`src/rtl/blit_cmpinh_pkg.sv`:
```
// Shared blitter definitions: pixel-size codes, Z-mode bit positions,
// phrase geometry and the stage-1 pipeline payload.
package blit_cmpinh_pkg;

    localparam int PHW   = 64;
    localparam int NBYTE = PHW / 8;

    localparam logic [2:0] PIX8  = 3'd3;
    localparam logic [2:0] PIX16 = 3'd4;
    localparam logic [2:0] PIX32 = 3'd5;

    localparam int ZLT = 0;
    localparam int ZEQ = 1;
    localparam int ZGT = 2;

    // Internal pixel width class; unknown pixsize codes fall back to 16bpp.
    typedef enum logic [1:0] {PS_8, PS_16, PS_32} pixw_e;

    function automatic pixw_e decode_pix(input logic [2:0] ps);
        case (ps)
            PIX8:    return PS_8;
            PIX32:   return PS_32;
            default: return PS_16;
        endcase
    endfunction

    // Everything stage 2 needs about a phrase, captured at stage-1 time so
    // later config changes never affect a phrase already in flight.
    typedef struct packed {
        logic [NBYTE-1:0] pinh;
        logic [NBYTE-1:0] emask;
        pixw_e            pixw;
        logic             colstop;
    } s1_t;

endpackage

```
`src/rtl/blit_pixcmp.sv`:
```
// Combinational per-phrase pixel compare: data-vs-pattern and source-vs-
// destination Z, expanded to a per-byte inhibit vector.
module blit_pixcmp
    import blit_cmpinh_pkg::*;
(
    input  logic [PHW-1:0]   srcd,
    input  logic [PHW-1:0]   dstd,
    input  logic [PHW-1:0]   patd,
    input  logic [PHW-1:0]   srcz,
    input  logic [PHW-1:0]   dstz,
    input  pixw_e            pixw,
    input  logic             dcompen,
    input  logic             cmpdst,
    input  logic [2:0]       zmode,
    output logic [NBYTE-1:0] pinh
);

    logic [PHW-1:0] op;
    logic [7:0]     eq8;
    logic [3:0]     eq16;
    logic [3:0]     zinh;
    logic [1:0]     eq32;
    logic [7:0]     dinh;
    logic [7:0]     zexp;

    assign op = cmpdst ? dstd : srcd;

    genvar g;
    generate
        for (g = 0; g < 8; g++) begin : g_b8
            assign eq8[g] = (op[8*g +: 8] == patd[8*g +: 8]);
        end
        for (g = 0; g < 4; g++) begin : g_b16
            logic [15:0] za, zb;
            assign za       = srcz[16*g +: 16];
            assign zb       = dstz[16*g +: 16];
            assign eq16[g]  = (op[16*g +: 16] == patd[16*g +: 16]);
            assign zinh[g]  = ((za <  zb) && zmode[ZLT]) ||
                              ((za == zb) && zmode[ZEQ]) ||
                              ((za >  zb) && zmode[ZGT]);
        end
        for (g = 0; g < 2; g++) begin : g_b32
            assign eq32[g] = (op[32*g +: 32] == patd[32*g +: 32]);
        end
    endgenerate

    // Spread pixel-level results over the bytes each pixel occupies.
    always_comb begin
        dinh = '0;
        case (pixw)
            PS_8:    dinh = eq8;
            PS_32:   dinh = {{4{eq32[1]}}, {4{eq32[0]}}};
            default: dinh = {{2{eq16[3]}}, {2{eq16[2]}}, {2{eq16[1]}}, {2{eq16[0]}}};
        endcase
        zexp = {{2{zinh[3]}}, {2{zinh[2]}}, {2{zinh[1]}}, {2{zinh[0]}}};
        pinh = (dcompen ? dinh : 8'h00) | ((pixw == PS_16) ? zexp : 8'h00);
    end

endmodule

```
`src/rtl/blit_cmpinh.sv`:
```
// Blitter compare/write-inhibit stage: two-stage valid/ready pipeline that
// turns compare results into byte write enables, flags collisions to the
// stop block, freezes while stopped, and counts inhibited pixels.
module blit_cmpinh
    import blit_cmpinh_pkg::*;
#(
    parameter int CNTW = 16
) (
    input  logic             sys_clk,
    input  logic             xreset,
    input  logic             ph_valid,
    output logic             ph_ready,
    input  logic [PHW-1:0]   srcd,
    input  logic [PHW-1:0]   dstd,
    input  logic [PHW-1:0]   patd,
    input  logic [PHW-1:0]   srcz,
    input  logic [PHW-1:0]   dstz,
    input  logic [NBYTE-1:0] emask,
    input  logic [2:0]       pixsize,
    input  logic             dcompen,
    input  logic             cmpdst,
    input  logic [2:0]       zmode,
    input  logic             colstop_en,
    input  logic             stopped,
    output logic             wr_valid,
    input  logic             wr_ready,
    output logic [NBYTE-1:0] wr_mask,
    output logic             nowrite,
    output logic             collide,
    output logic [CNTW-1:0]  inh_cnt,
    input  logic             cnt_clr
);

    pixw_e            pixw_c;
    logic [NBYTE-1:0] pinh_c;
    logic             s1_vld;
    s1_t              s1;
    logic             s1_adv, s2_adv, s2_load;
    logic [NBYTE-1:0] hit_b;
    logic             ihit, coll;
    logic [3:0]       pcnt;
    logic [CNTW:0]    cnt_sum;
    logic [CNTW-1:0]  cnt_nxt;

    assign pixw_c = decode_pix(pixsize);

    blit_pixcmp u_pixcmp (
        .srcd    (srcd),
        .dstd    (dstd),
        .patd    (patd),
        .srcz    (srcz),
        .dstz    (dstz),
        .pixw    (pixw_c),
        .dcompen (dcompen),
        .cmpdst  (cmpdst),
        .zmode   (zmode),
        .pinh    (pinh_c)
    );

    // Handshake: stopped freezes both stages, including output consumption.
    assign s2_adv   = !stopped && (!wr_valid || wr_ready);
    assign s1_adv   = !stopped && (!s1_vld || s2_adv);
    assign s2_load  = s1_vld && s2_adv;
    assign ph_ready = !xreset && s1_adv;

    assign hit_b = s1.pinh & s1.emask;
    assign ihit  = |hit_b;
    assign coll  = s1.colstop && ihit;

    // Inhibited pixels inside the span; a multi-byte pixel counts once.
    always_comb begin
        pcnt = '0;
        case (s1.pixw)
            PS_8:    for (int i = 0; i < 8; i++) pcnt = pcnt + 4'(hit_b[i]);
            PS_32:   pcnt = 4'(|hit_b[3:0]) + 4'(|hit_b[7:4]);
            default: for (int l = 0; l < 4; l++) pcnt = pcnt + 4'(|hit_b[2*l +: 2]);
        endcase
        cnt_sum = {1'b0, inh_cnt} + (CNTW+1)'(pcnt);
        cnt_nxt = cnt_sum[CNTW] ? '1 : cnt_sum[CNTW-1:0];
    end

    // Stage 1: capture compare result and the config it depends on.
    always_ff @(posedge sys_clk) begin
        if (xreset) begin
            s1_vld <= 1'b0;
            s1     <= '0;
        end else if (s1_adv) begin
            s1_vld <= ph_valid;
            if (ph_valid)
                s1 <= '{pinh: pinh_c, emask: emask, pixw: pixw_c, colstop: colstop_en};
        end
    end

    // Stage 2: final mask, collision suppression and one-cycle collide pulse.
    always_ff @(posedge sys_clk) begin
        if (xreset) begin
            wr_valid <= 1'b0;
            wr_mask  <= '0;
            nowrite  <= 1'b0;
            collide  <= 1'b0;
        end else begin
            collide <= 1'b0;
            if (s2_load) begin
                wr_valid <= 1'b1;
                wr_mask  <= coll ? '0 : (s1.emask & ~s1.pinh);
                nowrite  <= coll;
                collide  <= coll;
            end else if (s2_adv) begin
                wr_valid <= 1'b0;
            end
        end
    end

    // Saturating inhibited-pixel counter; clear wins over a same-cycle load.
    always_ff @(posedge sys_clk) begin
        if (xreset)
            inh_cnt <= '0;
        else if (cnt_clr)
            inh_cnt <= '0;
        else if (s2_load)
            inh_cnt <= cnt_nxt;
    end

endmodule

```
`config.mk`:
```
export PLATFORM = sky130hd
export DESIGN_NAME = blit_cmpinh
export DESIGN_NICKNAME = d
export VERILOG_FILES = /design/src/rtl/blit_cmpinh_pkg.sv /design/src/rtl/blit_pixcmp.sv /design/src/rtl/blit_cmpinh.sv
export SDC_FILE = /design/constraint.sdc
export NUM_CORES = 1
export LEC_CHECK = 0
export ABC_AREA = 1
export ABC_CLOCK_PERIOD_IN_PS = 5700
export BUFFER_PORTS_ARGS = -buffer_cell sky130_fd_sc_hd__buf_2
export CORE_MARGIN = 3
export CORE_UTILIZATION = 40
export DETAILED_ROUTE_END_ITERATION = 8
export PLACE_DENSITY_LB_ADDON = 0.3
export SLEW_MARGIN = 20
export SYNTH_ARGS = -nofsm -noshare
export SYNTH_HDL_FRONTEND = slang
export SYNTH_SLANG_ARGS = --single-unit
```
`constraint.sdc`:
```
create_clock -name sys_clk -period 5.7 [get_ports sys_clk]
set_clock_uncertainty 0.1 [all_clocks]
set_input_delay 0.57 -clock sys_clk [delete_from_list [all_inputs] [get_ports sys_clk]]
set_output_delay 0.57 -clock sys_clk [all_outputs]
set_load 0.03 [all_outputs]
```
---- Word-level counts from Yosys, hierarchy flattened ----
Index checks and enable logic that the tools add are counted.
word-level totals
  register bits after elaboration ......... 47
  input bits .............................. 343
  output and inout bits ................... 28
cells by class
  add/subtract/negate cells ............... 12
  $lt $le $gt $ge ......................... 8
  eq/ne operators ......................... 23
  mux-type cells .......................... 10
  bitwise logic cells ..................... 5
  reductions and logical operators ........ 44
operators by type and width
  kind                                      count
  16-bit == test                            8
  32-bit == test                            2
  8-bit == test                             8
  16-bit > comparator                       4
  16-bit less-than comparator               4
  64-bit two-way mux                        1
  8-bit two-way mux                         3
  16-bit by 4-bit adder with 17-bit output  1
  1-bit logical AND                         17
  4-bit by 1-bit adder with 4-bit output    4
  8-bit AND                                 2
  16-bit two-way mux                        1
  8-bit case mux with 2 select lines        1
  2-bit OR reduction                        6
  1-bit logical OR                          10
  3-bit by 1-bit adder with 4-bit output    2
  8-bit NOT                                 1
  8-bit OR                                  1
  4-bit case mux with 2 select lines        1
  4-bit OR reduction                        2
  8-bit OR reduction                        1
  1-bit by 1-bit adder with 2-bit output    3
  2-bit by 1-bit adder with 3-bit output    2
  2-bit == test (second input constant)     2
  other kinds (10)                          15

---- Depth between registers and ports, before layout ----
  depth after elaboration ................. 11
  gate-level depth with buffers ........... 22

---- Modules after synthesis ----
From an unflattened synthesis, not the netlist that was laid out.
unflattened totals
  cell total of the unflattened synthesis .. 1242
  area, all modules ....................... 6864.1 µm²
by module, submodules not included
  module       times used  cells each  area an instance (µm²)
  blit_pixcmp  1           874         4196.5
  blit_cmpinh  1           368         2667.6

---- Worst setup path after synthesis ----
OpenSTA, ideal clock, no wires.
  path kind ............................... reg2reg
  start point ............................. register s1[3] in the netlist's numbering
  end point ............................... register inh_cnt[14]
  arrival ................................. 4.466 ns
  slack ................................... 1.059 ns
  stages on the path, launching flop included .. 21
  buffers on the path ..................... 0
  period minus slack after synthesis ...... 4.641 ns
  path through ............................ dfxtp_1 -> nand2_1 -> inv_1 -> fa_1 -> inv_1 -> fa_1 -> fa_1 -> inv_1 -> ha_1 -> fa_1 -> inv_1 -> a221oi_1 -> inv_1 -> fa_1 -> inv_1 -> a31oi_1 -> nor2_1 -> nand2_1 -> nor2_2 -> nand3_1 -> a31oi_1
on the way
  cells in the longest elaborated chain, start to end .. 11
  elaborated cells on any way between the ends .. 17
  classes of those cells .................. add/sub: 12; mux: 2; bitwise: 1; reduce/logical: 2
RTL lines
  item                                                 line                text
  start: declaration                                   blit_cmpinh.sv:37   s1_t s1;
  start signal: assignment                             blit_cmpinh.sv:90   s1 <= '{pinh: pinh_c, emask: emask, pixw: pixw_c, colstop: colstop_en};
  8-bit AND *                                          blit_cmpinh.sv:66   assign hit_b = s1.pinh & s1.emask;
  1-bit by 1-bit adder with 2-bit output               blit_cmpinh.sv:74   PS_8: for (int i = 0; i < 8; i++) pcnt = pcnt + 4'(hit_b[i]);
  2-bit by 1-bit adder with 3-bit output               blit_cmpinh.sv:74
  3-bit by 1-bit adder with 4-bit output               blit_cmpinh.sv:74
  4-bit by 1-bit adder with 4-bit output (4 in a row)  blit_cmpinh.sv:74
  4-bit case mux with 2 select lines *                 blit_cmpinh.sv:73   case (s1.pixw)
  16-bit by 4-bit adder with 17-bit output *           blit_cmpinh.sv:78   cnt_sum = {1'b0, inh_cnt} + (CNTW+1)'(pcnt);
  16-bit two-way mux *                                 blit_cmpinh.sv:79   cnt_nxt = cnt_sum[CNTW] ? '1 : cnt_sum[CNTW-1:0];
  end signal: assignment                               blit_cmpinh.sv:121  inh_cnt <= cnt_nxt;
  end: declaration                                     blit_cmpinh.sv:30   output logic [CNTW-1:0] inh_cnt,
Every way passes the cells marked *; elsewhere a longest branch is shown, timed or not.
A chain may end at the register's enable or synchronous reset.

---- Worst setup path after layout ----
  start point ............................. register s1[3] in the netlist's numbering
  end point ............................... register inh_cnt[10]
The elaborated chain is that of the path after synthesis.

==> results by stage <==
Status:
- The flow ran to the end, and the final reports show no timing, DRC or antenna violations.

Drt:
- The total met3 wirelength after detailed routing is 2.04 mm.
- The highest routed metal layer is met5.
- The post-detailed-route count of antenna-violating nets is 0.
- The routed layout has 9,748 vias.
- After detailed routing, the number of remaining DRC violations is 0.
- The detail-routed via count per cell is 4.81.
- Detailed routing placed a total of 12.5 mm of wire on met2.
- The wire length on met1 is 9.85 mm.
- After detailed routing, the total wire length is 25.2 mm.
- After detailed routing, the average wire length per cell comes to 12.4 um.
- Before antenna repair, the detailed router went through 5 iterations.
- The violation count after the first detailed-routing iteration is 409.

Layout:
- Cells with a size suffix above 1 make up 21.5% of the layout.
- Counting the fill cells in the layout gives 1,964.
- The final net count is 2,215.
- Leaving out fill and tap cells, the most frequent cells in the layout are 518 x nand2_1, 370 x buf_2, 286 x inv_1, 174 x nand3_1, 106 x nor2_1.
- The growth of design area from synthesis to finish is 28.5%.
- The multi-input combinational cell area is 0.00545 mm^2.
- Leaving out fill and tap cells, the most frequent cell in the layout is nand2_1.
- The footprint of the flip-flops and latches is 941 um^2.
- Once layout is done, the placed cells without fillers occupy 0.00981 mm^2.
- The filler-free cell count of the finished design is 2,027.

Floorplan:
- The floorplan die area is 0.0208 mm^2.
- The core region is 0.0183 mm^2.
- 371 I/O pins were placed.
- The width of the die is 144 um.
- For this configuration, the core starts out at a cell density of 41.6%.
- The height of the chip is 144 um.
- The row count is 49.

Placed design:
- The congestion estimate from routability-driven global placement came to 0.846.
- Summed over all nets, the half-perimeter wirelength after detailed placement is 21.5 mm.
- The number of placed instances with taps included is 2,011.
- The count of buffers inserted at the top-level ports is 370.
- The instance area at placement is 0.00963 mm^2.

Logic synthesis:
- The number of enable-type register cells in the synthesized netlist is 0.
- The number of storage elements in the synthesis netlist is 47.
- The main flop type after synthesis is dfxtp_1.
- The synthesized net count is 1,867.
- The summed instance area of the synthesized netlist is 0.00763 mm^2.
- Dividing the synthesized area by the synthesized cell count gives 5.30 um^2.
- The part of the Yosys area used for sequential elements is 12.3%.
- The number of warnings issued by yosys is 0.
- Of all flip-flops after synthesis, the portion carrying an async set or reset was 0%.
- Yosys mapped the design onto 37 distinct sky130hd cell types.
- The cell count after synthesis is 1,441.

STA:
- Setup repair after global routing left no endpoint under its margin.
- The final count of pins violating max slew is 0.
- The sum of negative setup slack is 0 ps.
- Setup violations remaining at the end of the flow were counted as 0.
- For the pin with the worst max-slew slack, the measured transition is 983 ps.
- Dividing the final minimum period by the clock period gives 90.6%.
- The number of hold violations in the final report is 0.
- On the final layout, the worst hold slack is 365 ps.
- Static timing analysis puts the maximum clock frequency at 0.194 GHz.
- The routed design could run at a clock period as short as 5170 ps.
- The max-slew headroom at the worst pin is 34.5%.

CTS:
- After clock tree synthesis, the clock-pin slew on the worst setup and hold paths is 60 ps.
- After clock tree synthesis, the setup repair step added 0 buffers.
- For the worst-skew pair, the clock arrives at the later sink with an insertion delay of 290 ps.
- After clock tree synthesis, the repair step resized 0 gates.
- In this run the deepest clock path goes through 2 buffers.
- The cts-stage hold buffer count is 0.
- The CTS tree is done.
- Clock tree synthesis selected as its root buffer the cell clkbuf_16.
- Clock tree synthesis inserted a total of 5 buffers.
- Clock tree synthesis found a total of 47 sinks.
- The count of H-tree levels built during CTS is 2.

Worst setup path:
- The required arrival time at the worst endpoint is 5840 ps.
- STA classifies the critical path startpoint as a flip-flop.
- STA classifies the critical path endpoint as a flip-flop.
- The highest fanout seen on the critical path is 9.
- The arrival time of data at the critical path endpoint is 5300 ps.
- The setup path with the least slack is of type flip-flop to flip-flop.

Power:
- Dividing total power by cell area gives a power density of 122 mW/mm^2.
- The leakage component of the power is 0.00630 uW.
- IR analysis of the VDD net gives a maximum drop of 101 uV.

Min path:
- The class of the most critical hold timing path is flip-flop to flip-flop.

GRT:
- The number of antenna violations at the first check in global routing is 8.
- The largest net degree at the start of global routing is 103.
- The via count of the first global-routing pass is 8,964.
- In the global route stage, overall resource usage came out at 22.8%.
- The aggregate global routing overflow is 0.
- The first global-routing pass estimated 39.1 mm of wire.

Flow run:
- The number of maximum-capacitance constraint violations is 0.
[metal layers]
layer,up-vias,GRT usage (%)
met5,-,0
met4,2,9.08
met3,52,4.83
met2,339,42.7
met1,4146,24.8
li1,5209,-
[sequential cells by signal, indices dropped and copies added (netlist names)]
register,flops
inh_cnt,16
collide,1
s1,19
wr_mask,8
s1_vld,1
wr_valid,1
nowrite,1
[worst max-delay path: stages, from the launching register on]
cell and delay (ps):
dfxtp_1 330, nand2_1 110, inv_1 70, fa_1 530, inv_1 50, fa_1 450, fa_1 500, inv_1 40
ha_1 200, fa_1 480, inv_1 40, a221oi_1 350, inv_1 110, fa_1 440, inv_1 80, a31oi_1 90
nor2_1 200, nand2_1 150, nor2_2 190, nand3_1 320, nand2_1 170, nand2_1 60, inv_1 70
[stage by stage]
step                      utilization [%]  setup WS [ps]  power, uW
after floorplan                         -           1060        684
after global placement               52.5            655        877
after detailed placement             52.5            578        889
after CTS                            53.4            546       1200
after global routing                 53.5            209       1300
final                                53.5            534       1190
[power by group]
group	internal, uW	total, uW	switching (uW)	leakage, uW
combinational	231	531	300	0.00585
clock	187	312	126	0.0000762
sequential	341	351	10.0	0.000383
total	758	1190	436	0.00630
[cells by family (layout without fill, tap and decap cells)]
group	after synthesis	after routing	share of synthesized area, %
other	0	8	0
buffers and inverters	320	669	16.3
DFF	47	47	12.3
xor gates and xnor gates	10	10	1.15
AOI/OAI and AO/OA	133	133	9.77
adders and majority gates	83	83	14.2
and+or+nand+nor	848	848	46.3
[final timing paths]
path                           start                       end  slack (ps)  depth (start not counted)
max               s1[3]$_SDFFE_PP0P_  inh_cnt[10]$_SDFFE_PP0P_         530                         22
min          wr_mask[3]$_SDFFE_PP0P_   wr_mask[3]$_SDFFE_PP0P_         370                          2
max reg2reg       s1[3]$_SDFFE_PP0P_  inh_cnt[10]$_SDFFE_PP0P_         530                         22
min reg2reg  wr_mask[3]$_SDFFE_PP0P_   wr_mask[3]$_SDFFE_PP0P_         370                          2
[area by class of cell]
class,instances,share of cell area [%]
diodes,8,0.204
clock buffers,7,1.56
clock inverters,1,0.0765
inverters,289,11.1
multi-input cells,1074,55.5
flip-flops and latches,47,9.59
well taps,229,2.92
repair buffers,372,19.0
[synthesized netlist by cell type (all sizes together) (4+ instances only)]
master / number / area (um^2)
xor2: 7 / 61.3
nand4: 15 / 93.8
clkbuf: 8 / 30.0
fa: 6 / 120
nand3: 174 / 871
nand3b: 16 / 120
nor2: 107 / 404
buf: 23 / 129
inv: 287 / 1080
dfxtp: 47 / 941
o21a: 4 / 30.0
o21bai: 9 / 67.6
o21ai: 37 / 185
a21oi: 65 / 325
nor4: 4 / 25.0
nor3: 11 / 55.1
nand2: 518 / 1940
a21boi: 4 / 30.0
ha: 77 / 963
Power figures use the tool's default switching activity.
